## src/rtl/regfile_wb_arbiter.sv

```systemverilog
// regfile_wb_arbiter
//
// Write-back arbiter and pending-write scoreboard for the 16-entry register file.
// R0-R14 live in the register file. R15 is the PC and is held outside it.
// Two producers share the single register-file write port:
//   - source A: the ALU path
//   - source B: the load/memory path
// At most one write is accepted per cycle, and it is registered onto WE3/WA3/WD3.
// A write addressed to R15 goes out on pc_we/pc_wd instead.
// The busy vector marks registers that have an outstanding write, so decode can
// stall on hazards.
//
// Ports:
//   clk, reset        clock and asynchronous active-high reset
//   a_valid/a_addr/a_data/a_ready   ALU write request and its accept
//   b_valid/b_addr/b_data/b_ready   load write request and its accept
//   iss_valid, iss_addr             instruction issue with a destination register
//   busy[2**AW-1:0]                 per-register pending-write flags (registered)
//   WE3, WA3, WD3                   register-file write port (registered)
//   pc_we, pc_wd                    PC write (registered)

module regfile_wb_arbiter #(
    parameter int DATA_W = 32,
    parameter int AW     = 4
) (
    input  logic                 clk,
    input  logic                 reset,

    input  logic                 a_valid,
    input  logic [AW-1:0]        a_addr,
    input  logic [DATA_W-1:0]    a_data,
    output logic                 a_ready,

    input  logic                 b_valid,
    input  logic [AW-1:0]        b_addr,
    input  logic [DATA_W-1:0]    b_data,
    output logic                 b_ready,

    input  logic                 iss_valid,
    input  logic [AW-1:0]        iss_addr,
    output logic [(2**AW)-1:0]   busy,

    output logic                 WE3,
    output logic [AW-1:0]        WA3,
    output logic [DATA_W-1:0]    WD3,
    output logic                 pc_we,
    output logic [DATA_W-1:0]    pc_wd
);

    // The highest register address is the PC.
    localparam logic [AW-1:0] PC_ADDR = '1;

    // Round-robin pointer. When it is 1, source B wins the next contention.
    logic prefer_b;

    logic                a_acc;
    logic                b_acc;
    logic                acc;
    logic [AW-1:0]       acc_addr;
    logic [DATA_W-1:0]   acc_data;
    logic [(2**AW)-1:0]  busy_next;

    // Each ready looks only at the other source's valid, never at its own.
    // When both sources are valid, exactly one of them is ready, so at most
    // one transfer can happen in a cycle.
    always_comb begin
        a_ready = !b_valid || !prefer_b;
        b_ready = !a_valid || prefer_b;
    end

    // Pick the accepted source's address and data for the output stage.
    always_comb begin
        a_acc    = a_valid && a_ready;
        b_acc    = b_valid && b_ready;
        acc      = a_acc || b_acc;
        acc_addr = b_acc ? b_addr : a_addr;
        acc_data = b_acc ? b_data : a_data;
    end

    // Scoreboard next state.
    // First, clear the bits for the write that the output stage is committing.
    // Then apply the issue set last, so that a new producer issuing to the same
    // register at the same edge keeps that register busy.
    always_comb begin
        busy_next = busy;
        if (WE3) begin
            busy_next[WA3] = 1'b0;
        end
        if (pc_we) begin
            busy_next[PC_ADDR] = 1'b0;
        end
        if (iss_valid) begin
            busy_next[iss_addr] = 1'b1;
        end
    end

    // Arbitration pointer: it flips toward the source that was not just served.
    // It resets to 1 so that loads win the first contention.
    always_ff @(posedge clk or posedge reset) begin
        if (reset) begin
            prefer_b <= 1'b1;
        end else if (b_acc) begin
            prefer_b <= 1'b0;
        end else if (a_acc) begin
            prefer_b <= 1'b1;
        end
    end

    // Output stage, loaded every cycle.
    // The write enables are single-cycle pulses.
    // The address and data registers hold their values when nothing targets them.
    // Reset clears this stage, so a write still held here never reaches the
    // register file.
    always_ff @(posedge clk or posedge reset) begin
        if (reset) begin
            WE3   <= 1'b0;
            WA3   <= '0;
            WD3   <= '0;
            pc_we <= 1'b0;
            pc_wd <= '0;
        end else begin
            WE3   <= 1'b0;
            pc_we <= 1'b0;
            if (acc) begin
                if (acc_addr == PC_ADDR) begin
                    pc_we <= 1'b1;
                    pc_wd <= acc_data;
                end else begin
                    WE3 <= 1'b1;
                    WA3 <= acc_addr;
                    WD3 <= acc_data;
                end
            end
        end
    end

    // Pending-write scoreboard register.
    always_ff @(posedge clk or posedge reset) begin
        if (reset) begin
            busy <= '0;
        end else begin
            busy <= busy_next;
        end
    end

endmodule

```

## config.mk

```make
export PLATFORM = sky130hd
export DESIGN_NAME = regfile_wb_arbiter
export DESIGN_NICKNAME = d
export VERILOG_FILES = /design/src/rtl/regfile_wb_arbiter.sv
export SDC_FILE = /design/constraint.sdc
export NUM_CORES = 1
export LEC_CHECK = 0
export ABC_AREA = 0
export BUFFER_PORTS_ARGS = -buffer_cell sky130_fd_sc_hd__buf_2
export CORE_AREA = 2 2 111 135
export CTS_BUF_LIST = sky130_fd_sc_hd__clkbuf_16
export CTS_CLUSTER_SIZE = 8
export DETAILED_ROUTE_END_ITERATION = 6
export DIE_AREA = 0 0 113 137
export MAX_ROUTING_LAYER = met4
export PLACE_DENSITY_LB_ADDON = 0.3
export SLEW_MARGIN = 20
export SYNTH_ARGS = -nofsm -noshare
export SYNTH_HDL_FRONTEND = slang
export SYNTH_SLANG_ARGS = --single-unit
export TNS_END_PERCENT = 50
```

## constraint.sdc

```tcl
create_clock -name clk -period 5.15 [get_ports clk]
set_input_delay 0 -clock clk [delete_from_list [all_inputs] [get_ports clk]]
set_output_delay 0 -clock clk [all_outputs]
set_load 0.005 [all_outputs]
```

==> results.md, run 1 <==
- Run status: finished, violations left
- Failing checks: DRC
- Synthesized net count: ~350
- Die area: between 15000 and 20000 sq um
- Area share of fa/ha/maj cells after synthesis: 0
- Worst slew margin: 0.3734
- Grt ovf: 0
- Nets@finish: around 530
- Syn avg cell area: roughly 14 sq um
- Utilization after layout: 0.3712
- Die width: 113 microns
- RSZ-0062 raised after global routing: no
- Static leakage: ~0.0025 uW
- Fin crit period: 2.433 ns
- Seq pwr share: 0.443
- Fin crit share: 0.4725
- Layout area overhead: 34.26%
- Sinks on Clock Net: 87
- RD Place Congestion: about 0.74
- Final HPWL DP: about 7 mm
- RR Startpoint: prefer_b
- CTS Buffer Depth: 2
- Syn Std Cell Area: ~4000 sq um
- Cells after Synth: 273
- Max Cap Viol: 0
- Cell variety after synth: 29
- CP max FO: 26
- Mux cell area share after synthesis: 0.3065
- Comb power frac: 0.247
- Share of layout cells above drive strength 1: 0.6476
- PortBufs: about 170
- Starting density of the core: 0.2765
- Crit. End Element: flop
- Max Freq: 411.0 MHz
- CTS tree: built
- Setup total negative slack: 0 ns
- Slew Viols, Final: 0
- Critical path type: reg2reg
- Simple-gate portion of the synthesized area: 0.04917
- Required @ worst endpoint: around 5.4 ns
- Drt drc: 12
- Htree depth: 3
- Iter 0 DRT Violations: 66
- Largest family of logic cells by synthesized area: multiplexers
- Detailed Route WL: between 9 and 10 mm
- Worst Setup SP: prefer_b
- First-pass GRT wire length: ~15 mm
- Vias in the first global route: just under 3000
- Vias/cell: between 4 and 5
- Worst hold start: iss_addr[3]
- Yosys reg bits: 87
- Worst-Skew Late Latency: approximately 0.34 ns
- Ant. Diodes: 0
- Compound-gate portion of the synthesized area: 0.05619
- Sequential element share of the synthesized area: 0.5559
- Die Ht: approximately 140 microns
- DR WL/cell: 15.27 microns
- Root Driver: clkbuf_16
- Peak VDD IR: 141.7 uV
- Post-DRT Antenna Nets: 0
- DRT Pass-1 Iters: 6
- GRT Overall Usage: 0.1294
- Setup crit start kind: flop
- Core area: between 10000 and 15000 sq um
- Slowest CP cell: dfstp_2
- Int Pwr: between 1500 and 2000 uW
- Critical Path Max Stage Delay: between 0.5 and 0.6 ns
- Power per cell area: roughly 410 nW/um^2
- Initial antenna violation count: 0
- Post-CTS Setup Repair Bufs: 0
- TritonCTS buffer count: 9
- I/O pins: about 170
- Sw power: approximately 580 uW
- Final hold vios: 0
- YS warnings: 0
- Hold WC Path Type: in2reg
- Row Count: 48
- Vias post-DR: approximately 2900
- FILL cells: ~1400
- Post-Synth XOR/XNOR Area: 0
- Worst slew pin tran: roughly 0.94 ns
- Clock share of power: 0.310
- Largest net degree at the start of global routing: 47
- Critical path arrival: approximately 2.7 ns
- Final setup viols: 0
- CP Cell Sequence: nor2b_1 > o21ai_0 > and3b_2 > buf_4 > mux2_2
- Clock Skews: ~0.0062 ns
- Net switching fraction of the power: 0.2677
- Clock Pin Slew Worst Setup and Hold Paths: roughly 0.06 ns
[logic make-up after synthesis]
logic type / count (synthesis)
AOI/OAI and AO/OA: 39
buffers and inverters: 14
DFF: 87
muxes: 98
and+or+nand+nor: 35
[layout by cell type (no fill, tap or decap), drive strengths merged]
master	instances
dlygate4sd3	6
o21ba	3
nor2	2
inv	4
or2	2
clkbuf	9
clkinv	2
nand3	5
a21oi	1
mux2	98
dfrtp	86
clkinvlp	1
buf	171
bufinv	2
a21o	1
and3	1
and4	1
o22ai	3
nor2b	3
or3	1
nand3b	2
dfstp	1
o21ai	31
nand4	1
nand2b	4
and3b	1
nand2	12
[synthesized netlist by cell type (all sizes together)]
library cell  count  area (sq um)
mux2             98          1201
dfrtp            86          2152
o21ai            31         155.2
nand2            12         47.55
buf              10         111.4
nand3             5         25.02
inv               4         15.01
nand2b            4         25.02
nor2b             3         18.77
o21ba             3         30.03
o22ai             3         18.77
nand3b            2         15.01
nor2              2         7.510
or2               2         12.51
a21o              1         7.510
a21oi             1         8.760
and3              1         6.260
and3b             1         8.760
and4              1         8.760
dfstp             1         26.28
nand4             1         6.260
or3               1         11.26
[critical path, delay by kind of cell (launching register included)]
kind	cells	cell delay, ns
AO/OA/AOI/OAI	1	0.34
buffers and inverters	1	0.48
flip-flops	1	0.53
multiplexers	1	0.39
AND/OR/NAND/NOR	2	0.53
[metal layers]
metal,wire (microns),global-route usage,up-vias
met2,4712,0.2066,109
met3,578,0.03144,14
met1,4155,0.1585,1400
met4,157,0.05149,0
li1,-,-,1335
met5,0,-,-
[sequential cells by signal (all words and copies together), names as in the netlist]
name,cells
WD3,32
pc_wd,32
busy,16
WA3,4
WE3,1
pc_we,1
prefer_b,1
[power by group through the flow]
stage / Clock (uW) / Combinational (uW) / Sequential, uW
2_1_floorplan: 0 / 258 / 978
3_3_place_gp: 0 / 531 / 969
3_5_place_dp: 0 / 541 / 974
4_1_cts: 697 / 550 / 967
5_1_grt: 727 / 596 / 988
6_report: 675 / 536 / 964
[area by class of cell]
class                           instances  area, sq um  area share
Sequential cell                        87         2178      0.4140
Inverter                                4        16.27    0.003092
Timing Repair Buffer                  177        923.4      0.1755
Tap cell                              175        219.0     0.04162
Clock inverter                          5        76.32     0.01451
Clock buffer                            9        225.2     0.04281
Multi-Input combinational cell        172         1623      0.3084
[worst paths after layout]
path	endpoint	slack (ns)	cells after the start
min in group asynchronous	pc_wd[24]	0.31	3
worst min register to register	WD3[26]	0.50	1
max in group asynchronous	WD3[6]	3.79	4
worst max-delay path	WD3[29]	2.72	5
worst min-delay path	busy[2]	0.03	3
worst max register to register	WD3[29]	2.72	5
[through the flow]
step           total power, uW  instance area [sq um]  hold slack [ns]  cells  setup slack (ns)
2_1_floorplan             1236                   3919          0.05211    273             2.901
3_3_place_gp              1500                   4900           0.1492    609             2.743
3_5_place_dp              1515                   4900           0.1596    609             2.702
4_1_cts                   2214                   5261          0.01653    629             2.707
5_1_grt                   2311                   5261          0.02707    629             2.524
6_report                  2176                   5261          0.02978    629             2.717
[repair_timing]
| action | in CTS | in global routing |
|---|---|---|
| resized for setup | 0 | 0 |
| hold buffers | 6 | 0 |
| endpoints found under the hold margin | 45 | 0 |
Note: power is estimated with default switching activity, not from simulation.
==> run 2, diff against run 1 <==
==> constraint.sdc (replaced) <==
create_clock -name clk -period 2 [get_ports clk]
set_input_delay 0 -clock clk [delete_from_list [all_inputs] [get_ports clk]]
set_output_delay 0 -clock clk [all_outputs]
set_load 0.005 [all_outputs]
==> results.md, run 2 (same netlist as run 1, synthesis figures left out) <==
- Setup total negative slack: 0 ns
- CTS Buffer Depth: 2
- CP max FO: 16
- Largest net degree at the start of global routing: 88
- Critical path type: reg2reg
- Final HPWL DP: 7.387 mm
- TritonCTS buffer count: 9
- CTS tree: built
- Peak VDD IR: between 400 and 500 uV
- Drt drc: 12
- Hold WC Path Type: in2reg
- Utilization after layout: 0.3798
- Max Freq: 523.0 MHz
- Post-Place Cells: 614
- FILL cells: between 1000 and 1500
- Layout area overhead: 37.36%
- Seq pwr share: 0.436
- Detailed Route WL: a little over 10 mm
- Nets@finish: 537
- Tot Pwr: 5698 uW
- Required @ worst endpoint: 2.21 ns
- Fin crit share: 0.9561
- Root Driver: clkbuf_16
- Grt ovf: 0
- Comb power frac: 0.248
- Worst slew margin: 0.6838
- Initial antenna violation count: 0
- Final non-filler cell total: ~640
- Final setup viols: 0
- Final hold vios: 0
- Starting density of the core: 0.2765
- Slew Viols, Final: 0
- I/O pins: ~170
- Worst-Skew Late Latency: between 0.3 and 0.4 ns
- Die area: around 15000 sq um
- Sw power: ~1600 uW
- Clock Pin Slew Worst Setup and Hold Paths: around 0.06 ns
- RD Place Congestion: approximately 0.73
- Crit. End Element: flop
- Net switching fraction of the power: 0.2730
- Die width: roughly 110 microns
- Most common cell after layout, fill and taps aside: buf_2
- Share of layout cells above drive strength 1: 0.6529
- RR Startpoint: prefer_b
- Slowest CP cell: dfstp_2
- RSZ-0062 raised after global routing: no
- PortBufs: 168
- Sinks on Clock Net: 87
- Vias/cell: 4.553
- Int Pwr: 4142 uW
- Die Ht: approximately 140 microns
- Clock Skews: 0.007286 ns
- Worst Setup SP: prefer_b
- Max Cap Viol: 0
- Run status: finished, violations left
- Static leakage: roughly 0.0026 uW
- Largest regs: WD3: 32 flops, pc_wd: 32 flops, busy: 16 flops
- Post-DRT Antenna Nets: 0
- First-pass GRT wire length: 15.88 mm
- GRT Overall Usage: 0.1351
- Power per cell area: roughly 1100 nW/um^2
- Ant. Diodes: 0
- Failing checks: DRC
- Core area: 14170 sq um
- Clock share of power: 0.316
- Hold slack: between 0.03 and 0.04 ns
- DR WL/cell: between 15 and 20 microns
- DRT Pass-1 Iters: 6
- Htree depth: 3
- Iter 0 DRT Violations: between 80 and 90
- CP Cell Sequence: nor2b_1 > or3_4 > and3b_2 > buf_4 > mux2_4
- Setup crit start kind: flop
- Critical Path Max Stage Delay: 0.54 ns
- Vias in the first global route: 3104
- Worst slew pin tran: between 0.4 and 0.5 ns
- Worst hold start: a_data[26]
- Most frequent cells in the layout: buf_2 (168), dfrtp_1 (86), mux2_2 (72)
- Vias post-DR: a little under 3000
- Critical path arrival: approximately 2.1 ns
- Row Count: 48
- Fin crit period: 1.912 ns
## run 2: cell count changes in the layout (fill, tap and decap cells not counted)
cell and change:
inv_6 +2, buf_12 +5, clkinv_4 +1, inv_1 -1
clkinv_1 +1, clkinv_2 -1
## run 2: routing by layer
layer | vias up | track usage | wire length (microns)
met3 | 9 | 0.03189 | 599
met5 | - | - | 0
met4 | 0 | 0.04946 | 130
met1 | 1432 | 0.1606 | 4297
met2 | 106 | 0.2246 | 5052
li1 | 1349 | - | -
## run 2: repair_timing
action / in CTS / in global routing
gates resized for setup: 0 / 0
buffers inserted: 0 / 0
endpoints found under the setup margin: 0 / 0
hold buffers: 6 / 0
endpoints found under the hold margin: 92 / 0
## run 2: layout make-up
cell class	count	area [sq um]	area share
sequential	87	2178	0.4047
clock inverter	7	95.09	0.01767
inverter	4	18.77	0.003487
clock buffer	9	225.2	0.04184
tap	175	219.0	0.04068
multi-input combinational	172	1623	0.3015
timing repair buffer	182	1023	0.1901
## run 2: worst paths after layout
path / endpoint / slack, ns / cells past startpoint
hold reg to reg: WD3[29] / 0.51 / 1
setup reg to reg: WD3[0] / 0.09 / 5
setup / recovery: WD3[0] / 0.09 / 5
min in group asynchronous: pc_wd[20] / 0.35 / 4
max in group asynchronous: prefer_b / 1.25 / 4
hold / removal: pc_wd[26] / 0.04 / 3
## run 2: power groups by stage
stage	logic, uW	registers, uW	clock network, uW
after floorplan	665	2520	0
after global placement	1400	2500	0
after detailed placement	1440	2510	0
after CTS	1450	2490	1860
after global routing	1560	2540	1930
final	1420	2480	1800
## run 2: worst max-delay path: cells and delay by family (launching register included)
family                 cells  cell delay (ns)
muxes                      1             0.32
buffers and inverters      1             0.22
and+or+nand+nor            3             0.72
DFF                        1             0.54
## run 2: through the flow
| step | setup slack, ns | area [sq um] |
|---|---|---|
| after floorplan | 0.09466 | 3923 |
| after global placement | 0.1229 | 5002 |
| after detailed placement | 0.08325 | 5002 |
| after CTS | 0.08199 | 5383 |
| after global routing | 0.04246 | 5383 |
| final | 0.08784 | 5383 |
==> run 3, diff against run 2 <==
--- a/config.mk
+++ b/config.mk
@@ -14,6 +14,7 @@
 export DIE_AREA = 0 0 113 137
 export MAX_ROUTING_LAYER = met4
 export PLACE_DENSITY_LB_ADDON = 0.3
+export RECOVER_POWER = 25
 export SLEW_MARGIN = 20
 export SYNTH_ARGS = -nofsm -noshare
 export SYNTH_HDL_FRONTEND = slang
==> constraint.sdc (replaced) <==
create_clock -name clk -period 2 [get_ports clk]
set_input_delay 0.4 -clock clk [delete_from_list [all_inputs] [get_ports clk]]
set_output_delay 0.4 -clock clk [all_outputs]
set_load 0.005 [all_outputs]
==> results.md, run 3 (same netlist as run 1, synthesis figures left out) <==
- Run status: finished, violations left
- Failing checks: DRC
- Fin crit period: approximately 1.9 ns
- Critical Path Max Stage Delay: 0.54 ns
- Hold endpoint: busy[14]
- Final HPWL DP: 7.121 mm
- WHS Path Cells: 2
- Clock Pin Slew Worst Setup and Hold Paths: around 0.060 ns
- Share of layout cells above drive strength 1: 0.6593
- Worst slew pin tran: approximately 1.2 ns
- Critical path arrival: 2.10 ns
- Layout area overhead: 36.21%
- Sinks on Clock Net: 87
- Vias in the first global route: about 3000
- Crit. End Element: flop
- First-pass GRT wire length: about 16 mm
- Worst-Skew Late Latency: between 0.3 and 0.4 ns
- Most common cell after layout, fill and taps aside: buf_2
- CP max FO: 18
- GRT Overall Usage: 0.1338
- Critical path type: reg2reg
- Row Count: 48
- Die area: roughly 15000 sq um
- CTS tree: built
- Die Ht: ~140 microns
- Post-DRT Antenna Nets: 0
- CTS Buffer Depth: 2
- R2R Path End: pc_wd[29]
- R2R cell count: 5
- I/O pins: 169
- Vias post-DR: 2852
- RR Startpoint: prefer_b
- Required @ worst endpoint: roughly 2.2 ns
- Power per cell area: around 1100 nW/um^2
- Slowest CP cell: dfstp_2
- Max Cap Viol: 0
- Fin crit share: 0.9374
- Comb power frac: 0.242
- DRT Pass-1 Iters: 7
- Root Driver: clkbuf_16
- Slew Viols, Final: 0
- Htree depth: 3
- FILL cells: about 1400
- Initial antenna violation count: 0
- Drt drc: 12
- Largest net degree at the start of global routing: 88
- Die width: 113 microns
- R2r setup slk: between 0.1 and 0.15 ns
- Post-DP Area: 5015 sq um
- Clock share of power: 0.330
- Detailed Route WL: approximately 9.8 mm
- Resized cells post-CTS: 0
- Worst hold start: iss_addr[0]
- DR WL/cell: roughly 16 microns
- Setup total negative slack: 0 ns
- Final setup viols: 0
- Vias/cell: approximately 4.5
- RD Place Congestion: about 0.76
- Iter 0 DRT Violations: 90
- Int Pwr: between 4000 and 5000 uW
- Seq pwr share: 0.428
- Post-CTS Setup Repair Bufs: 0
- Peak VDD IR: ~450 uV
- Clock Skews: between 0.004 and 0.005 ns
- Static leakage: roughly 0.0026 uW
- Setup crit start kind: flop
- Hold WC Path Type: in2reg
- RSZ-0062 raised after global routing: no
- Starting density of the core: 0.2765
- Net switching fraction of the power: 0.2647
- Most frequent cells in the layout: buf_2 (167), dfrtp_1 (86), mux2_2 (72)
- Nets@finish: around 530
- Area of the multi-input gates: 1623 sq um
- FF+latch area: approximately 2200 sq um
- TritonCTS buffer count: 9
- Final hold vios: 0
- Utilization after layout: 0.3766
- PortBufs: 168
- Sw power: 1528 uW
- Finished Cell Area: ~5300 sq um
- Hold slack: ~0.35 ns
- Ant. Diodes: 0
- Hold_buf cts: 0
- CP Cell Sequence: nor2b_1 > or3_4 > a21oi_4 > buf_12 > mux2_2
- Max Freq: about 530 MHz
- Worst slew margin: 0.1851
- Core area: 14170 sq um
- Largest regs: WD3: 32 flops, pc_wd: 32 flops, busy: 16 flops
- Grt ovf: 0
[run 3: final cells by class]
class | count | share of cell area
clock inverter | 7 | 0.02086
multi-input combinational | 172 | 0.3040
tap | 175 | 0.04102
timing repair buffer | 176 | 0.1803
clock buffer | 9 | 0.04219
inverter | 4 | 0.003516
sequential | 87 | 0.4081
[run 3: stage by stage]
stage	instances	total power (uW)	setup WS, ns
floorplan	273	3183	0.09466
global placement	614	3899	0.06386
detailed placement	614	3931	0.03891
CTS	630	5871	0.1042
global route	630	6129	0.02881
finish	630	5774	0.1251
[run 3: routing by layer]
metal	vias up	GRT usage	part of all wire
li1	1337	-	-
met1	1390	0.1608	0.42
met2	107	0.2099	0.49
met3	18	0.03056	0.068
met4	0	0.07114	0.025
met5	-	-	0
[run 3: power by group through the flow]
stage               clock (uW)  combinational, uW  sequential (uW)
finish                    1910               1400             2470
global route              2040               1550             2540
CTS                       1960               1430             2480
detailed placement           0               1430             2500
global placement             0               1400             2500
floorplan                    0                665             2520
[run 3: worst max path at each step]
| stage | startpoint | endpoint | slack, ns | cells past startpoint |
|---|---|---|---|---|
| finish | prefer_b | pc_wd[29] | 0.13 | 5 |
| detailed placement | a_valid | pc_wd[22] | 0.04 | 6 |
| global placement | a_valid | pc_wd[21] | 0.06 | 6 |
| global route | prefer_b | pc_wd[13] | 0.03 | 5 |
| CTS | prefer_b | pc_wd[29] | 0.10 | 5 |
| floorplan | prefer_b | pc_wd[0] | 0.09 | 5 |
[run 3: critical path: cells and delay by family, from the launching register on]
kind	cells	cell delay (ns)
mux	1	0.34
simple gates	2	0.46
compound gates	1	0.22
flops	1	0.54
buf+inv	1	0.19
